File: config.mk
export PLATFORM = sky130hd
export DESIGN_NAME = x_uart_tx_fifo_flat
export DESIGN_NICKNAME = d
export VERILOG_FILES = /design/src/rtl/x_uart_tx_fifo_if.sv /design/src/rtl/x_uart_tx_fifo.sv /design/src/flat_wrapper.sv
export SDC_FILE = /design/constraint.sdc
export NUM_CORES = 1
export LEC_CHECK = 0
export BUFFER_PORTS_ARGS = -buffer_cell sky130_fd_sc_hd__buf_2
export CAP_MARGIN = 20
export CORE_AREA = 8 8 125 127
export DETAILED_ROUTE_END_ITERATION = 16
export DIE_AREA = 0 0 133 135
export GPL_ROUTABILITY_DRIVEN = 0
export PLACE_DENSITY = 0.57
export SETUP_SLACK_MARGIN = 0.2
export SLEW_MARGIN = 30
export SYNTH_ARGS = -nofsm -noshare
export SYNTH_HDL_FRONTEND = slang
export SYNTH_SLANG_ARGS = --single-unit
File: constraint.sdc
create_clock -name i_clk -period 3.9 [get_ports i_clk]
set_input_delay 0.585 -clock i_clk [delete_from_list [all_inputs] [get_ports i_clk]]
set_output_delay 0.585 -clock i_clk [all_outputs]
set_load 0.005 [all_outputs]
File: src/rtl/x_uart_tx_fifo_if.sv
// Handshake bundle between the byte producer, the TX FIFO and x_uart_tx.
// The slave modport is the FIFO's view. The master modport is the view of
// whatever drives the producer side and the UART accept.
interface x_uart_tx_fifo_if #(
    parameter int WIDTH = 8
) ();
    logic [WIDTH-1:0] i_data;
    logic             i_valid;
    logic             o_accept;
    logic [WIDTH-1:0] o_data;
    logic             o_valid;
    logic             i_accept;
    logic             o_full;
    logic             o_empty;

    modport slave (
        input  i_data, i_valid, i_accept,
        output o_accept, o_data, o_valid, o_full, o_empty
    );

    modport master (
        output i_data, i_valid, i_accept,
        input  o_accept, o_data, o_valid, o_full, o_empty
    );
endinterface

File: src/rtl/x_uart_tx_fifo.sv
// x_uart_tx_fifo: byte FIFO that buffers producer bursts in front of x_uart_tx.
// The pointers are log2(DEPTH)+1 bits wide. The extra MSB tells full apart from
// empty. Flags are registered from the next-state pointers, so no input
// reaches an output combinationally. There is no fall-through: a byte pushed
// into an empty FIFO becomes visible on the cycle after the push.
// Optional feature: define X_UART_TX_FIFO_COUNT_EN to add the registered
// occupancy output o_count. With the macro undefined, the port is absent.
module x_uart_tx_fifo #(
    parameter int DEPTH = 16,
    parameter int WIDTH = 8
) (
    input  logic                  i_clk,
    input  logic                  i_rst,
`ifdef X_UART_TX_FIFO_COUNT_EN
    output logic [$clog2(DEPTH):0] o_count,
`endif
    x_uart_tx_fifo_if.slave       bus
);
    localparam int AW = $clog2(DEPTH);
    localparam int PW = AW + 1;

    logic [WIDTH-1:0] mem_q [DEPTH];
    logic [PW-1:0]    wr_ptr_q;
    logic [PW-1:0]    wr_ptr_d;
    logic [PW-1:0]    rd_ptr_q;
    logic [PW-1:0]    rd_ptr_d;
    logic             full_q;
    logic             full_d;
    logic             empty_q;
    logic             empty_d;
    logic             push_s;
    logic             pop_s;

    // Qualify the handshakes against the registered flags, then derive the next pointers and flags.
    always_comb begin
        push_s   = bus.i_valid & ~full_q;
        pop_s    = bus.i_accept & ~empty_q;
        wr_ptr_d = wr_ptr_q;
        rd_ptr_d = rd_ptr_q;
        if (push_s) begin
            wr_ptr_d = wr_ptr_q + {{AW{1'b0}}, 1'b1};
        end else begin
            wr_ptr_d = wr_ptr_q;
        end
        if (pop_s) begin
            rd_ptr_d = rd_ptr_q + {{AW{1'b0}}, 1'b1};
        end else begin
            rd_ptr_d = rd_ptr_q;
        end
        empty_d = (wr_ptr_d == rd_ptr_d);
        full_d  = (wr_ptr_d[AW] != rd_ptr_d[AW]) &&
                  (wr_ptr_d[AW-1:0] == rd_ptr_d[AW-1:0]);
    end

    // Pointer and flag registers. Reset drops every queued byte and ignores same-cycle handshakes.
    always_ff @(posedge i_clk) begin
        if (!i_rst) begin
            wr_ptr_q <= {PW{1'b0}};
            rd_ptr_q <= {PW{1'b0}};
            full_q   <= 1'b0;
            empty_q  <= 1'b1;
        end else begin
            wr_ptr_q <= wr_ptr_d;
            rd_ptr_q <= rd_ptr_d;
            full_q   <= full_d;
            empty_q  <= empty_d;
        end
    end

    // Storage write. The contents are never reset, and a write is suppressed while reset is low.
    always_ff @(posedge i_clk) begin
        if (push_s && i_rst) begin
            mem_q[wr_ptr_q[AW-1:0]] <= bus.i_data;
        end
    end

`ifdef X_UART_TX_FIFO_COUNT_EN
    logic [PW-1:0] count_q;

    // Occupancy register. It is updated on the same edge as the flags, so its timing matches theirs.
    always_ff @(posedge i_clk) begin
        if (!i_rst) begin
            count_q <= {PW{1'b0}};
        end else begin
            count_q <= wr_ptr_d - rd_ptr_d;
        end
    end

    assign o_count = count_q;
`endif

    assign bus.o_accept = ~full_q;
    assign bus.o_valid  = ~empty_q;
    assign bus.o_full   = full_q;
    assign bus.o_empty  = empty_q;
    assign bus.o_data   = mem_q[rd_ptr_q[AW-1:0]];

endmodule
File: src/flat_wrapper.sv
// flat-port wrapper written by rule: the top's interface ports become plain ports
module x_uart_tx_fifo_flat 
#(
    parameter int DEPTH = 16,
    parameter int WIDTH = 8
)
  (i_clk, i_rst, bus_i_data, bus_i_valid, bus_i_accept, bus_o_accept, bus_o_data, bus_o_valid, bus_o_full, bus_o_empty);
  x_uart_tx_fifo_if #(.WIDTH(WIDTH)) bus_i ();
  input  logic i_clk;
  input  logic i_rst;
  input wire logic [$bits(bus_i.i_data)-1:0] bus_i_data;
  input wire logic [$bits(bus_i.i_valid)-1:0] bus_i_valid;
  input wire logic [$bits(bus_i.i_accept)-1:0] bus_i_accept;
  output wire logic [$bits(bus_i.o_accept)-1:0] bus_o_accept;
  output wire logic [$bits(bus_i.o_data)-1:0] bus_o_data;
  output wire logic [$bits(bus_i.o_valid)-1:0] bus_o_valid;
  output wire logic [$bits(bus_i.o_full)-1:0] bus_o_full;
  output wire logic [$bits(bus_i.o_empty)-1:0] bus_o_empty;
  assign bus_i.i_data = bus_i_data;
  assign bus_i.i_valid = bus_i_valid;
  assign bus_i.i_accept = bus_i_accept;
  assign bus_o_accept = bus_i.o_accept;
  assign bus_o_data = bus_i.o_data;
  assign bus_o_valid = bus_i.o_valid;
  assign bus_o_full = bus_i.o_full;
  assign bus_o_empty = bus_i.o_empty;
  x_uart_tx_fifo #(.DEPTH(DEPTH), .WIDTH(WIDTH)) u_core (.i_clk(i_clk), .i_rst(i_rst), .bus(bus_i));
endmodule
==> qor.txt <==
status = completed
initial antenna violation count = 0
final hold slack = 0.4300 ns
final WL = 10590 um
clock transition at the registers of the reported paths = 0.06 ns
synthesized area = 5695 sq um
Max VDD drop = 0.2666 mV
worst slew pin tran = 0.8880 ns
Post-CTS Hold Fix Bufs = 0
vias = 2693
Root Driver = clkbuf_16
1st-pass router iterations = 4
largest net degree at the start of global routing = 36
GRT Residual Overflow = 0
leakage power = 2.115 nW
Max-slew headroom = 40.58%
min-delay src = i_rst
synth cell count leaders = edfxtp_1, mux4_2, nor2_1, dfxtp_1
min Tclk post-route = 3.236 ns
register share of total power = 46.6%
I/O Buffers = 23
highest clock rate = 309.0 MHz
syn_nets = 307
DR iter-0 viols = 304
Power per Cell Area = 549.9 nW/um^2
count leader, synth = edfxtp_1
CTS tree = built
first-pass GRT wire length = 16480 um
DP HPWL = 6843 um
total track usage = 12.67%
post-CTS resize count = 0
boundary pin count = 24
ys async rst share = 0%
Worst Setup End Kind = primary output
Setup TNS = 0 ns
Slew Viols, Final = 0
Cell Rows = 43
EDFF count, synth = 128
H-tree Lvls = 4
setup bufs post-CTS = 0
vias in the first global route = 2808
final worst path period share = 82.97%
P_sw = 0.7518 mW
max-cap viol count = 0
arrival time worst endpoint = 2.65 ns
R2R Path Start = u_core.bus.o_full
Post-Route Utilization = 48.20%
Final Power = 3.608 mW
Setup crit start = u_core.rd_ptr_q[0]
Ant. Diodes = 0
Core ar. = 13610 sq um
Mapped Cells = 290
sequential element share of the synthesized area = 71.70%
routed vias/inst = 5.229
Pint = 2.856 mW
Clock Skews = 0.004965 ns
Mean Syn Cell Area = 19.64 sq um
CTS Buffer Depth = 2
Tightest Hold Check Type = primary input to flip-flop
Area growth, synth to finish = 15.20%
synth top area cells = edfxtp_1, mux4_2, dfxtp_1
Synth Register Bits = 140
final net count = 339
initial core utilization = 41.84%
CP Launch Type = flip-flop
# setup viols final = 0
CP Max Fanout = 18
CTS sink count = 140
final hold vios = 0
DRC viols = 0
die area = 17960 sq um
Die Width = 133 um
Post-DRT Antenna Nets = 0
Yosys top cell area share = 67.49%
sw frac = 20.84%
Yosys Warn Count = 0
biggest area consumer among synthesized cells = edfxtp_1
Clock Latency Late Sink = 0.42 ns
Die Ht = 135 um
share of layout cells above drive strength 1 = 27.76%
critical path class = flip-flop to primary output
Combinational Power Share = 7.2%
CP required = 3.31 ns
DR WL/cell = 20.56 um
Inserted Clock Buffers = 17
RSZ-0062 raised after global routing = false
clock share of power = 46.3%
Primary FF master, synth = edfxtp_1
Distinct cells, synth = 31
## cell type report
class / instances / area (sq um)
clock buffer: 17 / 425.4
timing repair buffer: 30 / 167.7
inverter: 5 / 18.77
tap: 180 / 225.2
clock inverter: 15 / 197.7
multi-input combinational: 128 / 1441
sequential: 140 / 4085
fill: 1127 / 7051
## stage by stage
stage | cells | area [sq um] | setup slack [ns]
after floorplan | 290 | 5695 | 1.841
after global placement | 483 | 5936 | 1.063
after detailed placement | 483 | 5936 | 1.040
after CTS | 515 | 6559 | 0.6009
after global routing | 515 | 6561 | 0.4676
final | 515 | 6561 | 0.6641
## worst max-delay path: stages (launching register included)
cell	delay (ns)
dfxtp_2	0.71
buf_4	0.32
mux4_1	0.55
nor2b_1	0.15
a211oi_1	0.26
a21oi_1	0.07
buf_2	0.17
## power groups by stage
| stage | Sequential (mW) | Clock, mW | Combinational (mW) |
|---|---|---|---|
| after detailed placement | 1.71 | 0 | 0.265 |
| after floorplan | 1.69 | 0 | 0.212 |
| after CTS | 1.68 | 1.69 | 0.265 |
| final | 1.68 | 1.67 | 0.259 |
| after global routing | 1.68 | 1.75 | 0.282 |
| after global placement | 1.71 | 0 | 0.263 |
## path summary, 6_finish.rpt
kind	depth (start not counted)	to	slack (ns)
max	6	bus_o_data[3]	0.66
min	2	u_core.bus.o_empty	0.43
max reg2reg	3	u_core.mem_q[14][2]	1.74
min reg2reg	2	u_core.wr_ptr_q[4]	0.55
## flip-flops by register name, summed over array words and instances, names as in the netlist
register,cells
u_core.bus.o_empty,1
u_core.bus.o_full,1
u_core.mem_q,128
u_core.rd_ptr_q,5
u_core.wr_ptr_q,5
## layer usage
layer  track usage (%)  vias to the layer above  routed length [um]
met5                 0                        -                   0
met4             5.300                        0                 203
met3             4.049                       21                 611
met2             19.84                       75                5078
met1             15.92                     1369                4696
li1                  -                     1228                   -
## layout by cell type (no fill, tap or decap), drive strengths merged, types with 4 or more instances in the layout
cell	Yosys	final
nand3	5	5
inv	5	6
a211oi	8	8
xnor2	10	10
a21oi	8	8
mux4	32	32
buf	15	30
dfxtp	12	12
mux2i	10	10
edfxtp	128	128
bufinv	0	4
clkinv	0	8
ha	5	5
nor3	4	4
nor2b	9	9
nor2	20	20
clkbuf	1	17
## logic make-up after synthesis
kind of cell,after synthesis,synth area share [%]
DFF,140,71.70
xor gates and xnor gates,13,1.999
adders and majority gates,5,1.098
buffers and inverters,22,3.207
and+or+nand+nor,51,4.833
muxes,42,15.00
AOI/OAI and AO/OA,17,2.153
No activity file was read; power rests on OpenSTA's default activity.
